--- src/rtl/remote_cmd_link.sv ---
// Host-side UART link: sends a 16-bit command as two 8N1 bytes (high byte first) and receives 8N1 response bytes.
// Latency: cmd_snt pulses 20*BAUD_DIV+1 clocks after an accepted snd_cmd; resp_rdy pulses at the receive stop-bit mid-point.
// Backpressure: snd_cmd is ignored while a command is in flight (including the DONE cycle); received bytes are never stalled.
//
// Ports:
//   clk, rst        rising-edge clock, synchronous active-high reset
//   cmd, snd_cmd    command word and one-cycle send request
//   cmd_snt         one-cycle pulse after the second stop bit
//   TX              serial out, idles high
//   RX              asynchronous serial in
//   resp, resp_rdy  last correctly framed byte and its one-cycle strobe
module remote_cmd_link #(
    parameter int BAUD_DIV = 2604
) (
    input  logic        clk,
    input  logic        rst,
    input  logic [15:0] cmd,
    input  logic        snd_cmd,
    output logic        cmd_snt,
    output logic        TX,
    input  logic        RX,
    output logic [7:0]  resp,
    output logic        resp_rdy
);

    localparam int BW = $clog2(BAUD_DIV);
    localparam logic [BW-1:0] BAUD_LAST = BW'(BAUD_DIV - 1);
    localparam logic [BW-1:0] BAUD_HALF = BW'(BAUD_DIV / 2 - 1);

    // ---------------- transmit ----------------
    typedef enum logic [1:0] {TX_IDLE, TX_SEND_HI, TX_SEND_LO, TX_DONE} tx_state_t;

    tx_state_t       tx_state_q;
    logic [15:0]     hold_q;
    logic [3:0]      tx_bit_q;
    logic [BW-1:0]   tx_baud_q;
    logic            tx_q;
    logic            cmd_snt_q;
    logic [7:0]      tx_byte;
    logic            tx_next_d;

    // Level of the bit that follows the current one within the frame:
    // index 0 is the start bit, 1..8 data LSB first, 9 the stop bit.
    always_comb begin
        tx_byte   = (tx_state_q == TX_SEND_HI) ? hold_q[15:8] : hold_q[7:0];
        tx_next_d = (tx_bit_q == 4'd8) ? 1'b1 : tx_byte[tx_bit_q[2:0]];
    end

    always_ff @(posedge clk) begin
        if (rst) begin
            tx_state_q <= TX_IDLE;
            hold_q     <= '0;
            tx_bit_q   <= '0;
            tx_baud_q  <= '0;
            tx_q       <= 1'b1;
            cmd_snt_q  <= 1'b0;
        end else begin
            cmd_snt_q <= 1'b0;
            case (tx_state_q)
                TX_IDLE: begin
                    if (snd_cmd) begin
                        hold_q     <= cmd;
                        tx_q       <= 1'b0;
                        tx_bit_q   <= '0;
                        tx_baud_q  <= '0;
                        tx_state_q <= TX_SEND_HI;
                    end
                end
                TX_SEND_HI, TX_SEND_LO: begin
                    if (tx_baud_q == BAUD_LAST) begin
                        tx_baud_q <= '0;
                        if (tx_bit_q == 4'd9) begin
                            tx_bit_q <= '0;
                            if (tx_state_q == TX_SEND_HI) begin
                                // Low byte start bit follows the high stop bit directly.
                                tx_q       <= 1'b0;
                                tx_state_q <= TX_SEND_LO;
                            end else begin
                                tx_q       <= 1'b1;
                                cmd_snt_q  <= 1'b1;
                                tx_state_q <= TX_DONE;
                            end
                        end else begin
                            tx_bit_q <= tx_bit_q + 4'd1;
                            tx_q     <= tx_next_d;
                        end
                    end else begin
                        tx_baud_q <= tx_baud_q + 1'b1;
                    end
                end
                TX_DONE:  tx_state_q <= TX_IDLE;
                default:  tx_state_q <= TX_IDLE;
            endcase
        end
    end

    assign TX      = tx_q;
    assign cmd_snt = cmd_snt_q;

    // ---------------- receive ----------------
    typedef enum logic [1:0] {RX_IDLE, RX_START, RX_DATA, RX_STOP} rx_state_t;

    rx_state_t       rx_state_q;
    logic            rx_s1_q, rx_s2_q, rx_prev_q;
    logic [3:0]      rx_bit_q;
    logic [BW-1:0]   rx_baud_q;
    logic [7:0]      rx_shift_q;
    logic [7:0]      resp_q;
    logic            resp_rdy_q;
    logic            rx_fall;

    // A falling edge needs a high level first, so after a framing error the
    // FSM only rearms once the line has returned high.
    assign rx_fall = rx_prev_q & ~rx_s2_q;

    always_ff @(posedge clk) begin
        if (rst) begin
            rx_s1_q    <= 1'b1;
            rx_s2_q    <= 1'b1;
            rx_prev_q  <= 1'b1;
            rx_state_q <= RX_IDLE;
            rx_bit_q   <= '0;
            rx_baud_q  <= '0;
            rx_shift_q <= '0;
            resp_q     <= '0;
            resp_rdy_q <= 1'b0;
        end else begin
            rx_s1_q    <= RX;
            rx_s2_q    <= rx_s1_q;
            rx_prev_q  <= rx_s2_q;
            resp_rdy_q <= 1'b0;
            case (rx_state_q)
                RX_IDLE: begin
                    if (rx_fall) begin
                        rx_baud_q  <= '0;
                        rx_state_q <= RX_START;
                    end
                end
                RX_START: begin
                    if (rx_baud_q == BAUD_HALF) begin
                        rx_baud_q <= '0;
                        rx_bit_q  <= '0;
                        // Line back high at mid start bit: treat as a glitch.
                        rx_state_q <= rx_s2_q ? RX_IDLE : RX_DATA;
                    end else begin
                        rx_baud_q <= rx_baud_q + 1'b1;
                    end
                end
                RX_DATA: begin
                    if (rx_baud_q == BAUD_LAST) begin
                        rx_baud_q  <= '0;
                        rx_shift_q <= {rx_s2_q, rx_shift_q[7:1]};
                        rx_bit_q   <= rx_bit_q + 4'd1;
                        if (rx_bit_q == 4'd7) rx_state_q <= RX_STOP;
                    end else begin
                        rx_baud_q <= rx_baud_q + 1'b1;
                    end
                end
                RX_STOP: begin
                    if (rx_baud_q == BAUD_LAST) begin
                        rx_baud_q  <= '0;
                        rx_state_q <= RX_IDLE;
                        if (rx_s2_q) begin
                            resp_q     <= rx_shift_q;
                            resp_rdy_q <= 1'b1;
                        end
                    end else begin
                        rx_baud_q <= rx_baud_q + 1'b1;
                    end
                end
                default: rx_state_q <= RX_IDLE;
            endcase
        end
    end

    assign resp     = resp_q;
    assign resp_rdy = resp_rdy_q;

endmodule

--- config.mk ---
export PLATFORM = sky130hd
export DESIGN_NAME = remote_cmd_link
export DESIGN_NICKNAME = d
export VERILOG_FILES = /design/src/rtl/remote_cmd_link.sv
export SDC_FILE = /design/constraint.sdc
export NUM_CORES = 1
export LEC_CHECK = 0
export BUFFER_PORTS_ARGS = -buffer_cell sky130_fd_sc_hd__buf_2
export CORE_ASPECT_RATIO = 1.2
export CORE_MARGIN = 2
export CORE_UTILIZATION = 47
export CTS_CLUSTER_SIZE = 12
export DETAILED_ROUTE_END_ITERATION = 6
export GPL_TIMING_DRIVEN = 0
export PLACE_DENSITY = 0.68
export SYNTH_ARGS = -nofsm -noshare
export SYNTH_HDL_FRONTEND = slang
export SYNTH_SLANG_ARGS = --single-unit
--- constraint.sdc ---
create_clock -name clk -period 2.06 [get_ports clk]
set_input_delay 0.206 -clock clk [delete_from_list [all_inputs] [get_ports clk]]
set_output_delay 0.206 -clock clk [all_outputs]
set_load 0.1 [all_outputs]
# Word-level counts from Yosys, hierarchy flattened
# Cells that the tools add are included.
dict set report word_totals {
  word_cells 99
  out_inout_bits 11
  reg_bits 74
  inputBits 20
}
dict set report classes {
  n_addsub 4
  eq_ne 20
  bitwise 7
  order_cmp 1
  n_mux 36
  n_reduce_logical 16
}
# op count
set op_table {}
lappend op_table {{12-bit two-way mux} 5}
lappend op_table {{12-bit one-hot mux with 3 select lines} 1}
lappend op_table {{12-bit by 1-bit adder with 12-bit output, second input constant} 2}
lappend op_table {{12-bit equality test, second input constant} 2}
lappend op_table {{12-bit one-hot mux with 2 select lines} 1}
lappend op_table {{4-bit two-way mux} 5}
lappend op_table {{2-bit two-way mux} 9}
lappend op_table {{2-bit inequality test, second input constant} 8}
lappend op_table {{4-bit one-hot mux with 2 select lines} 2}
lappend op_table {{12-bit by 11-bit equality test with 1-bit output, second input constant} 1}
lappend op_table {{3-bit AND reduction} 4}
lappend op_table {{4-bit by 1-bit adder with 4-bit output, second input constant} 2}
lappend op_table {{2-bit equality test, second input constant} 4}
lappend op_table {{4-bit equality test, second input constant} 2}
lappend op_table {{1-bit two-way mux} 8}
lappend op_table {{8-bit two-way mux} 1}
lappend op_table {{2-bit one-hot mux with 4 select lines} 1}
lappend op_table {{1-bit NOT} 6}
lappend op_table {{2-bit one-hot mux with 3 select lines} 1}
lappend op_table {{2-bit AND reduction} 3}
lappend op_table {{5-bit AND reduction} 1}
lappend op_table {{2-bit by 1-bit equality test with 1-bit output, second input constant} 2}
lappend op_table {{4-bit by 3-bit equality test with 1-bit output, second input constant} 1}
lappend op_table {{2-bit zero test} 2}
lappend op_table {{8 further kinds} 10}

# Logic depth before layout (Yosys ltp)
# Gate-level depths: netlist of the first run.
dict set report logic_depth {
  depth_word 8
  ltp_mapped 9
  ltp_nobuf 7
}

# Worst setup path before layout of the first run
# OpenSTA, ideal clock, no wires.
dict set report synth_timing {
  path_type {reg-to-reg}
  from {reg tx_state_q[0]}
  to {reg tx_bit_q[2]}
  setup_slack_ns 0.133
  stages_incl_launch_ff 8
  setup_time_ns 0.071
  arrival_time_ns 1.856
  synth_period_minus_slack_ns 1.927
  n_path_buf 1
  cell_sequence {dfxtp_1 inv_1 ha_1 mux2i_1 or2_0 buf_2 or4_1 a21oi_1}
}
dict set report synth_between {
  elab_chain_len 4
}
# item line
set synth_rtl {}
lappend synth_rtl {{start: declaration} 33} ;# tx_state_t tx_state_q;
lappend synth_rtl {{start signal: assignment} 51} ;# tx_state_q <= TX_IDLE;
lappend synth_rtl {{start signal: assignment} 66} ;# tx_state_q <= TX_SEND_HI;
lappend synth_rtl {{start signal: assignment} 77} ;# tx_state_q <= TX_SEND_LO;
lappend synth_rtl {{2-bit by 1-bit equality test with 1-bit output / 2-bit equality test (equally long branches)} 59} ;# case (tx_state_q)
lappend synth_rtl {{2-bit OR reduction} 59}
lappend synth_rtl {{2-bit inequality test (no line) / 2-bit nonzero test (equally long branches)} --}
lappend synth_rtl {{3-bit AND reduction (no line)} --}
lappend synth_rtl {{end signal: assignment} 84} ;# tx_bit_q <= tx_bit_q + 4'd1;
lappend synth_rtl {{end: declaration} 35} ;# logic [3:0] tx_bit_q;
# Several ways; a longest one is shown, not always the timed one.
# A chain may end at the register's enable or synchronous reset.

# Worst setup path after layout of the first run
# Ends and elaborated chain as after synthesis.

==> results of run 1 <==
layout make-up:
cell class	instances	area, um2	share of cell area
Multi-Input combinational cell	281	1832	0.4718
Sequential cell	74	1485	0.3825
Timing Repair Buffer	32	177.7	0.04576
Clock buffer	9	123.9	0.03190
Tap cell	87	108.9	0.02804
Buffer	18	71.32	0.01837
Clock inverter	7	46.29	0.01192
Inverter	10	37.54	0.009668
worst max-delay path, cell delays in order, from the launching register on:
cell	delay (ns)
dfxtp_2	0.37
inv_1	0.07
ha_4	0.31
mux2i_2	0.11
or2_0	0.22
buf_2	0.15
or4_1	0.51
a21oi_1	0.14
per-stage QoR:
step	hold WS, ns	instance area [um2]	std cells
finish	0.05625	3882	518
global placement	0.3921	3638	501
global route	0.04957	3882	518
detailed placement	0.3980	3638	501
floorplan	0.3098	3379	384
CTS	0.04073	3812	516
cell usage after synthesis, drive strengths merged, types with 2 or more instances:
library cell / number / share of area
dfxtp: 74 / 0.44
nand2: 52 / 0.058
nor2: 44 / 0.053
a21oi: 27 / 0.040
mux2i: 21 / 0.062
nand3: 19 / 0.028
clkbuf: 17 / 0.019
inv: 10 / 0.011
xor2: 10 / 0.026
nor3: 9 / 0.013
o21ai: 8 / 0.012
ha: 7 / 0.026
nand4: 7 / 0.015
xnor2: 7 / 0.018
a22oi: 6 / 0.013
a31oi: 6 / 0.011
nand2b: 6 / 0.011
or2: 5 / 0.0093
nor2b: 4 / 0.0074
nor3b: 4 / 0.0089
nor4: 4 / 0.012
mux4: 3 / 0.020
a311oi: 2 / 0.0052
and2: 2 / 0.0041
and3b: 2 / 0.0052
and4bb: 2 / 0.0074
buf: 2 / 0.0030
mux2: 2 / 0.0067
nor4bb: 2 / 0.0059
or3: 2 / 0.0037
worst paths after layout:
check / from / endpoint / slack (ns)
min: RX / rx_s1_q$_SDFF_PP1_ / 0.06
max: tx_state_q[0]$_SDFFE_PP0P_ / tx_bit_q[2]$_SDFFE_PP0P_ / 0.10
max reg2reg: tx_state_q[0]$_SDFFE_PP0P_ / tx_bit_q[2]$_SDFFE_PP0P_ / 0.10
min reg2reg: rx_s1_q$_SDFF_PP1_ / rx_s2_q$_SDFF_PP1_ / 0.42
layer usage:
layer,vias up,routed length (um),part of all wire,track usage
met5,-,0,0,0
met4,0,105,0.016,0.06780
met3,9,249,0.037,0.04571
met2,52,3337,0.49,0.3071
met1,1268,3059,0.45,0.2285
li1,1424,-,-,-
state kept, by name, summed over array words and instances, names as in the netlist, 2 cells and up, named ones only:
signal / flops
tx_bit_q: 4
tx_state_q: 2
resp: 8
tx_baud_q: 12
rx_baud_q: 12
rx_shift_q: 8
rx_bit_q: 4
hold_q: 16
power groups by stage:
stage	Combinational (mW)	Clock (mW)	Sequential (mW)
global placement	0.864	0	1.62
floorplan	0.620	0	1.68
finish	0.954	0.985	1.60
global route	1.08	1.10	1.62
CTS	0.895	1.02	1.59
detailed placement	0.872	0	1.62
cell families (layout without fill, tap and decap cells):
| family | after synthesis | count (layout) |
|---|---|---|
| AO/OA/AOI/OAI | 60 | 60 |
| flip-flops | 74 | 74 |
| XOR/XNOR | 17 | 17 |
| AND/OR/NAND/NOR | 171 | 171 |
| adder cells (fa/ha/maj) | 7 | 7 |
| buffers and inverters | 29 | 76 |
| multiplexers | 26 | 26 |
placed cells by master, fill, tap and decap left out, types with 4 or more instances in the layout:
cell,count
dfxtp_1,71
nand2_1,52
nor2_1,42
buf_2,32
a21oi_1,27
mux2i_1,20
nand3_1,19
clkbuf_1,15
xor2_1,10
nor3_1,9
clkbuf_8,9
inv_1,8
o21ai_0,8
xnor2_1,7
nand4_1,6
nand2b_1,6
a22oi_1,6
a31oi_1,6
ha_1,5
nor2b_1,4
nor3b_1,4
or2_2,4
repair_timing:
| action | 4_1_cts | 5_1_grt |
|---|---|---|
| setup buffers | 0 | 2 |
| resized for setup | 3 | 12 |
| pin swaps | 0 | 3 |
| setup endpoints to repair | 11 | 25 |
==> summary.md, run 1 <==
| Metric | Value |
|---|---|
| Status | `completed` |
| XOR/XNOR Fraction of Synth Area | `0.04406` |
| Iteration count of the initial detailed-routing pass | `4` |
| Worst Path Arrival | `2.23 ns` |
| Pwr Total | `3.539 mW` |
| TritonCTS clock tree | `built` |
| HPWL after DPL | `4.774 mm` |
| P&R area growth vs syn | `14.88%` |
| Finished Core Util | `0.5631` |
| Sequential share of the synthesized area | `0.4384` |
| Max Clock Freq | `511.3 MHz` |
| Setup TNS | `0 ns` |
| Synth Area in Compound Gates | `0.1088` |
| Max Slew Vio Count | `0` |
| Worst Path Required | `2.34 ns` |
| Initial Util | `0.4901` |
| Worst Hold Path Cells | `2` |
| ANT nets after route | `0` |
| Synth Area in Simple Gates | `0.2610` |
| Gp weighted congestion | `0.9006` |
| FP Rows | `33` |
| Fin Clk Skew | `0.008262 ns` |
| Largest net degree at the start of global routing | `14` |
| Initial antenna violation count | `0` |
| Clock buffer depth | `2` |
| Post-Route WL | `6.752 mm` |
| Logic pwr share | `0.270` |
| Port Buffers | `30` |
| CTS Root Cell | `clkbuf_8` |
| Sequential share of power | `0.452` |
| Syn avg cell area | `8.801 um2` |
| Power density over the cells | `911.6 mW/mm2` |
| DR vias/cell | `5.315` |
| Final setup vio count | `0` |
| Startpoint Class | `register` |
| First-pass GRT wire length | `11.58 mm` |
| Cells after Synth | `384` |
| Initial DRC count | `126` |
| CP endpoint kind | `register` |
| R2R depth | `7` |
| Diode count | `0` |
| DR WL/cell | `13.03 um` |
| Core outline area | `0.006895 mm2` |
| Chip height | `96.89 um` |
| Clock share of power | `0.278` |
| Max-cap violations | `0` |
| DRC violations left | `0` |
| Dpl ws | `-0.1516 ns` |
| CP Class | `reg -> reg` |
| Sw Pwr | `1.204 mW` |
| Post-synthesis cell type count | `53` |
| IO Count | `31` |
| # hold bufs at CTS | `0` |
| Switching share of power | `0.3402` |
| GRT Util Overall | `0.1854` |
| Synth Register Bits | `74` |
| Tmin final | `1.956 ns` |
| Final period util | `0.9495` |
| Inserted Clock Buffers | `9` |
| Worst Hold Class | `in -> reg` |
| Die W | `81.41 um` |
| Slew HR | `0.6100` |
| Final-stage net count | `453` |
| Worst VDD drop | `0.5308 mV` |
| Ys async rst share | `0` |
| Critical Path Fanout Max | `7` |
| Worst slew pin tran | `0.5850 ns` |
| Die footprint | `0.007888 mm2` |
| Leakage power total | `1.378 nW` |
| Clk_lat worst skew | `0.35 ns` |
| Largest family of logic cells by synthesized area | `simple AND/OR/NAND/NOR gates` |
| Vias | `2753` |
| Share of cells above drive strength 1 | `0.1856` |
| Mux contribution to synthesized area | `0.08886` |
| Main synth FF type | `dfxtp_1` |
| Internal power | `2.335 mW` |
| Synth warn | `0` |
| Htree depth | `3` |
| Post-Synth Adder-Cell Area | `0.02592` |
| Final Hold Vio Count | `0` |
| Setup ws final | `0.1040 ns` |
| Cell Area, Synth | `0.003379 mm2` |
| # fillers | `624` |
| Post-synth EDFFs | `0` |
| Vias in the first global route | `2565` |
| CTS sink cnt | `74` |
| GRT overflow | `0` |
| Syn Nets | `411` |
| Worst-path clk slew | `0.08 ns` |
No activity file was read; power rests on OpenSTA's default activity.
==> run 2: changes to the inputs <==
--- a/config.mk
+++ b/config.mk
@@ -11,7 +11,6 @@
 export CORE_UTILIZATION = 47
 export CTS_CLUSTER_SIZE = 12
 export DETAILED_ROUTE_END_ITERATION = 6
-export GPL_TIMING_DRIVEN = 0
 export PLACE_DENSITY = 0.68
 export SYNTH_ARGS = -nofsm -noshare
 export SYNTH_HDL_FRONTEND = slang
==> run 2 against run 1 <==
Net effect: global-route usage decreased by 0.67 points; critical path type unchanged; worst hold slack worse by 0.0058 ns; highest routed layer unchanged; final cell count down 2.5%.
==> summary.md, run 2 (synthesis results as in run 1) <==
| Metric | Value |
|---|---|
| Most common cell after layout, fill and taps aside | `dfxtp_1` |
| Largest net degree at the start of global routing | `51` |
| Initial DRC count | `124` |
| # hold bufs at CTS | `0` |
| Final period util | `0.9263` |
| FP Rows | `33` |
| Worst VDD drop | `0.6113 mV` |
| Iteration count of the initial detailed-routing pass | `4` |
| HPWL after DPL | `4.443 mm` |
| Final setup vio count | `0` |
| Power density over the cells | `951.8 mW/mm2` |
| Worst-path clk slew | `0.08 ns` |
| Worst slew pin tran | `0.5004 ns` |
| Pwr Total | `3.660 mW` |
| Fin Clk Skew | `0.01203 ns` |
| P&R area growth vs syn | `13.77%` |
| Worst Path Arrival | `2.18 ns` |
| CTS Root Cell | `clkbuf_8` |
| CTS sink cnt | `74` |
| Diode count | `0` |
| IO Count | `31` |
| Setup TNS | `0 ns` |
| TritonCTS clock tree | `built` |
| Final Hold Vio Count | `0` |
| DRC violations left | `0` |
| Critical path launch point | `tx_state_q[0]$_SDFFE_PP0P_` |
| Worst Path Required | `2.33 ns` |
| Met2 routed WL | `3.057 mm` |
| Worst setup path endpoint | `tx_bit_q[2]$_SDFFE_PP0P_` |
| DR top layer | `met4` |
| Clk_lat worst skew | `0.35 ns` |
| Max FFs per register | `16` |
| CP endpoint kind | `register` |
| R2R setup slack | `0.15 ns` |
| Leakage power total | `1.410 nW` |
| Die footprint | `0.007888 mm2` |
| CP Class | `reg -> reg` |
| Htree depth | `3` |
| Vias | `2709` |
| Core outline area | `0.006895 mm2` |
| Status | `completed` |
| RSZ-0062 raised after global routing | `false` |
| R2R depth | `7` |
| RR Startpoint | `tx_state_q[0]$_SDFFE_PP0P_` |
| Max-cap violations | `0` |
| Max Clock Freq | `524.1 MHz` |
| Tmin final | `1.908 ns` |
| Post-CTS Setup Repair Bufs | `0` |
| ANT nets after route | `0` |
| Critical Path Fanout Max | `4` |
| Final-stage net count | `440` |
| Startpoint Class | `register` |
| Critical R2R Capture | `tx_bit_q[2]$_SDFFE_PP0P_` |
| Vias in the first global route | `2609` |
| GRT Util Overall | `0.1787` |
| Die W | `81.41 um` |
| Port Buffers | `30` |
| Initial Util | `0.4901` |
| Chip height | `96.89 um` |
| Slew HR | `0.6664` |
| Worst Hold Class | `in -> reg` |
| Share of cells above drive strength 1 | `0.1746` |
| Regs by FF count | `hold_q (16), rx_baud_q (12), tx_baud_q (12)` |
| First-pass GRT wire length | `11.26 mm` |
| DR WL/cell | `12.59 um` |
| Inserted Clock Buffers | `9` |
| Clock buffer depth | `2` |
| Initial antenna violation count | `0` |
| Most flop-heavy register | `hold_q` |
| Post-Route WL | `6.360 mm` |
| Met1 wire length | `3.019 mm` |
| Hold Crit Start | `RX` |
| Gp weighted congestion | `0.7671` |
| Commonest cells after routing, fill and taps aside | `74 x dfxtp_1, 52 x nand2_1, 42 x nor2_1` |
| GRT overflow | `0` |
| Max Slew Vio Count | `0` |
| Wire length on met3 | `155 um` |
| Number of gates resized after cts | `0` |
| DR vias/cell | `5.364` |
[run 2: layout make-up]
class / count / area, um2
clock buffers: 10 / 137.6
well taps: 87 / 108.9
inverters: 10 / 37.54
clock inverters: 6 / 66.31
multi-input cells: 281 / 1798
fillers: 626 / 3050
repair buffers: 37 / 215.2
flip-flops and latches: 74 / 1481
[run 2: critical path, cell delays in order (launching register included)]
cell	delay, ns
dfxtp_1	0.38
inv_1	0.06
ha_1	0.33
inv_1	0.13
a31oi_2	0.06
or2_0	0.25
or4_1	0.50
a21oi_1	0.13
[run 2: worst min-delay path by stage]
| stage | depth (start not counted) | end | slack (ns) |
|---|---|---|---|
| 6_report | 2 | rx_s1_q$_SDFF_PP1_ | 0.05 |
| 5_1_grt | 2 | rx_s1_q$_SDFF_PP1_ | 0.03 |
| 4_1_cts | 2 | rx_s1_q$_SDFF_PP1_ | 0.04 |
| 3_5_place_dp | 1 | rx_s2_q$_SDFF_PP1_ | 0.40 |
| 3_3_place_gp | 1 | rx_s2_q$_SDFF_PP1_ | 0.39 |
| 2_1_floorplan | 1 | rx_s1_q$_SDFF_PP1_ | 0.31 |
[run 2: where the power goes]
group	switching [mW]	leakage, nW	internal [mW]	total, mW
registers	0.0588	0.600	1.53	1.59
clock network	0.552	0.106	0.594	1.15
logic	0.572	0.704	0.352	0.924
total	1.18	1.41	2.48	3.66
[run 2: routing by layer]
metal | up-vias | track usage
met4 | 0 | 0.08083
li1 | 1393 | -
met1 | 1271 | 0.2131
met2 | 37 | 0.2957
met5 | - | 0
met3 | 8 | 0.04478
[run 2: metrics by stage]
stage	hold WS [ns]	instance area, um2	instances	util	worst slack [ns]
2_1_floorplan	0.3098	3379	384	-	0.1331
3_3_place_gp	0.3942	3630	489	0.5264	0.2183
3_5_place_dp	0.3996	3630	489	0.5264	0.1649
4_1_cts	0.03659	3834	505	0.5560	0.1304
5_1_grt	0.03407	3845	505	0.5576	0.001240
6_report	0.05041	3845	505	0.5576	0.1519
==> run 3: changes to the inputs <==
--- a/config.mk
+++ b/config.mk
@@ -11,7 +11,8 @@
 export CORE_UTILIZATION = 47
 export CTS_CLUSTER_SIZE = 12
 export DETAILED_ROUTE_END_ITERATION = 6
-export PLACE_DENSITY = 0.68
+export GPL_TIMING_DRIVEN = 0
+export PLACE_DENSITY = 0.73
 export SYNTH_ARGS = -nofsm -noshare
 export SYNTH_HDL_FRONTEND = slang
 export SYNTH_SLANG_ARGS = --single-unit
==> run 3 against run 2 <==
Net effect: largest cell class unchanged; register-to-register slack got worse by 0.06 ns; worst hold slack got worse by 0.0044 ns; maximum frequency decreased by 3.0%; largest power group unchanged.
==> summary.md, run 3 (synthesis results as in run 1) <==
| Metric | Value |
|---|---|
| Clock buffer depth | `2` |
| Critical path launch point | `tx_state_q[0]$_SDFFE_PP0P_` |
| RSZ-0062 raised after global routing | `true` |
| Die footprint | `0.007888 mm2` |
| Leakage power total | `1.390 nW` |
| R2R depth | `8` |
| Htree depth | `3` |
| IO Count | `31` |
| Commonest cells after routing, fill and taps aside | `70 x dfxtp_1, 52 x nand2_1, 42 x nor2_1` |
| Startpoint Class | `register` |
| Sw Pwr | `1.215 mW` |
| Iteration count of the initial detailed-routing pass | `4` |
| Tmin final | `1.968 ns` |
| FP Rows | `33` |
| Gp weighted congestion | `0.8678` |
| Chip height | `96.89 um` |
| Worst Path Arrival | `2.24 ns` |
| Share of cells above drive strength 1 | `0.1841` |
| GRT overflow | `0` |
| R2R setup slack | `0.09 ns` |
| Setup ws final | `0.09240 ns` |
| Inst Count DP | `501` |
| Fin area | `0.003882 mm2` |
| Max Slew Vio Count | `0` |
| Vias | `2786` |
| Clock share of power | `0.287` |
| Internal power | `2.337 mW` |
| CTS sink cnt | `74` |
| Max FFs per register | `16` |
| # hold bufs at CTS | `0` |
| Max-cap violations | `0` |
| Initial DRC count | `125` |
| Initial antenna violation count | `0` |
| GR Util met1 | `0.2241` |
| Slew HR | `0.6205` |
| Worst Hold Class | `in -> reg` |
| CP Class | `reg -> reg` |
| Power density over the cells | `915.1 mW/mm2` |
| CP endpoint kind | `register` |
| Fin Clk Skew | `0.007969 ns` |
| HPWL after DPL | `5.006 mm` |
| Status | `completed` |
| Sequential share of power | `0.449` |
| Initial Util | `0.4901` |
| Critical Path Fanout Max | `8` |
| Final Hold Vio Count | `0` |
| Logic pwr share | `0.264` |
| DRC violations left | `0` |
| Worst-path clk slew | `0.09 ns` |
| Die W | `81.41 um` |
| Switching share of power | `0.3421` |
| Met3 usage | `0.04011` |
| Diode count | `0` |
| Clk_lat worst skew | `0.35 ns` |
| Regs by FF count | `hold_q (16), rx_baud_q (12), tx_baud_q (12)` |
| DR vias/cell | `5.399` |
| Most flop-heavy register | `hold_q` |
| Hold Crit Start | `RX` |
| GR Layer Usage met2 | `0.3172` |
| Final setup vio count | `0` |
| Final period util | `0.9551` |
| P&R area growth vs syn | `14.88%` |
| Final-stage net count | `451` |
| First-pass GRT wire length | `11.74 mm` |
| Largest net degree at the start of global routing | `15` |
| Gr busiest metal | `met2` |
| CTS Root Cell | `clkbuf_8` |
| ANT nets after route | `0` |
| DR WL/cell | `13.10 um` |
| Most common cell after layout, fill and taps aside | `dfxtp_1` |
| Final hold slack | `0.04600 ns` |
| Worst Path Required | `2.34 ns` |
| GRT Util Overall | `0.1870` |
| Max Clock Freq | `508.2 MHz` |
| Fin cells | `516` |
| Worst VDD drop | `0.6676 mV` |
| Port Buffers | `30` |
| Post-Route WL | `6.761 mm` |
| Core outline area | `0.006895 mm2` |
| Inserted Clock Buffers | `9` |
| Dpl ws | `-0.1722 ns` |
| Worst setup path endpoint | `tx_bit_q[2]$_SDFFE_PP0P_` |
| RR Startpoint | `tx_state_q[0]$_SDFFE_PP0P_` |
| Critical R2R Capture | `tx_bit_q[2]$_SDFFE_PP0P_` |
| TritonCTS clock tree | `built` |
| Area after DPL | `0.003638 mm2` |
| Worst slew pin tran | `0.5692 ns` |
| Vias in the first global route | `2629` |
## run 3: cell count changes in the layout (fill, tap and decap cells not counted), sizes merged
cell and delta:
buf -4, bufinv -1, clkbuf +14, clkinv -2
clkinvlp +1, inv +3
## run 3: power by group through the flow
| stage | logic, mW | clock network [mW] | registers (mW) |
|---|---|---|---|
| after floorplan | 0.620 | 0 | 1.68 |
| after global placement | 0.862 | 0 | 1.62 |
| after detailed placement | 0.885 | 0 | 1.62 |
| after CTS | 0.904 | 1.04 | 1.59 |
| after global routing | 1.05 | 1.11 | 1.61 |
| final | 0.938 | 1.02 | 1.59 |
## run 3: how the worst min path moves through the flow
stage,endpoint,slack [ns],cells past startpoint
3_3_place_gp,rx_s2_q$_SDFF_PP1_,0.39,1
5_1_grt,rx_s1_q$_SDFF_PP1_,0.03,2
3_5_place_dp,rx_s1_q$_SDFF_PP1_,0.41,2
4_1_cts,rx_s1_q$_SDFF_PP1_,0.04,2
6_report,rx_s1_q$_SDFF_PP1_,0.05,2
2_1_floorplan,rx_s1_q$_SDFF_PP1_,0.31,1
## run 3: worst max-delay path: stages, from the launching register on
cell and delay (ns):
dfxtp_2 0.37, inv_1 0.08, ha_4 0.27, inv_1 0.11, a31oi_1 0.07, or2_0 0.22
buf_2 0.16, or4_1 0.50, a21oi_1 0.14
## run 3: cell type report
cell class,instances,area [um2]
repair buffers,31,170.2
flip-flops and latches,74,1486
well taps,87,108.9
multi-input cells,281,1837
fillers,624,3013
clock buffers,9,123.9
inverters,10,37.54
clock inverters,7,52.55
plain buffers,17,66.31
## run 3: metrics by stage
step / TNS, ns / util / power, mW
6_report: 0 / 0.5631 / 3.553
5_1_grt: 0 / 0.5631 / 3.764
4_1_cts: 0 / 0.5538 / 3.540
3_5_place_dp: -1.612 / 0.5277 / 2.508
3_3_place_gp: -1.307 / 0.5277 / 2.481
2_1_floorplan: 0 / - / 2.301
## run 3: metal layers
| layer | up-vias | part of all wire |
|---|---|---|
| li1 | 1427 | - |
| met1 | 1307 | 0.45 |
| met2 | 40 | 0.50 |
| met3 | 12 | 0.032 |
| met4 | 0 | 0.016 |
| met5 | - | 0 |
## run 3: repair_timing
action | 4_1_cts | 5_1_grt
setup buffers | 0 | 1
endpoints found under the setup margin | 11 | 38
pin swaps | 0 | 1
gates resized for setup | 3 | 12
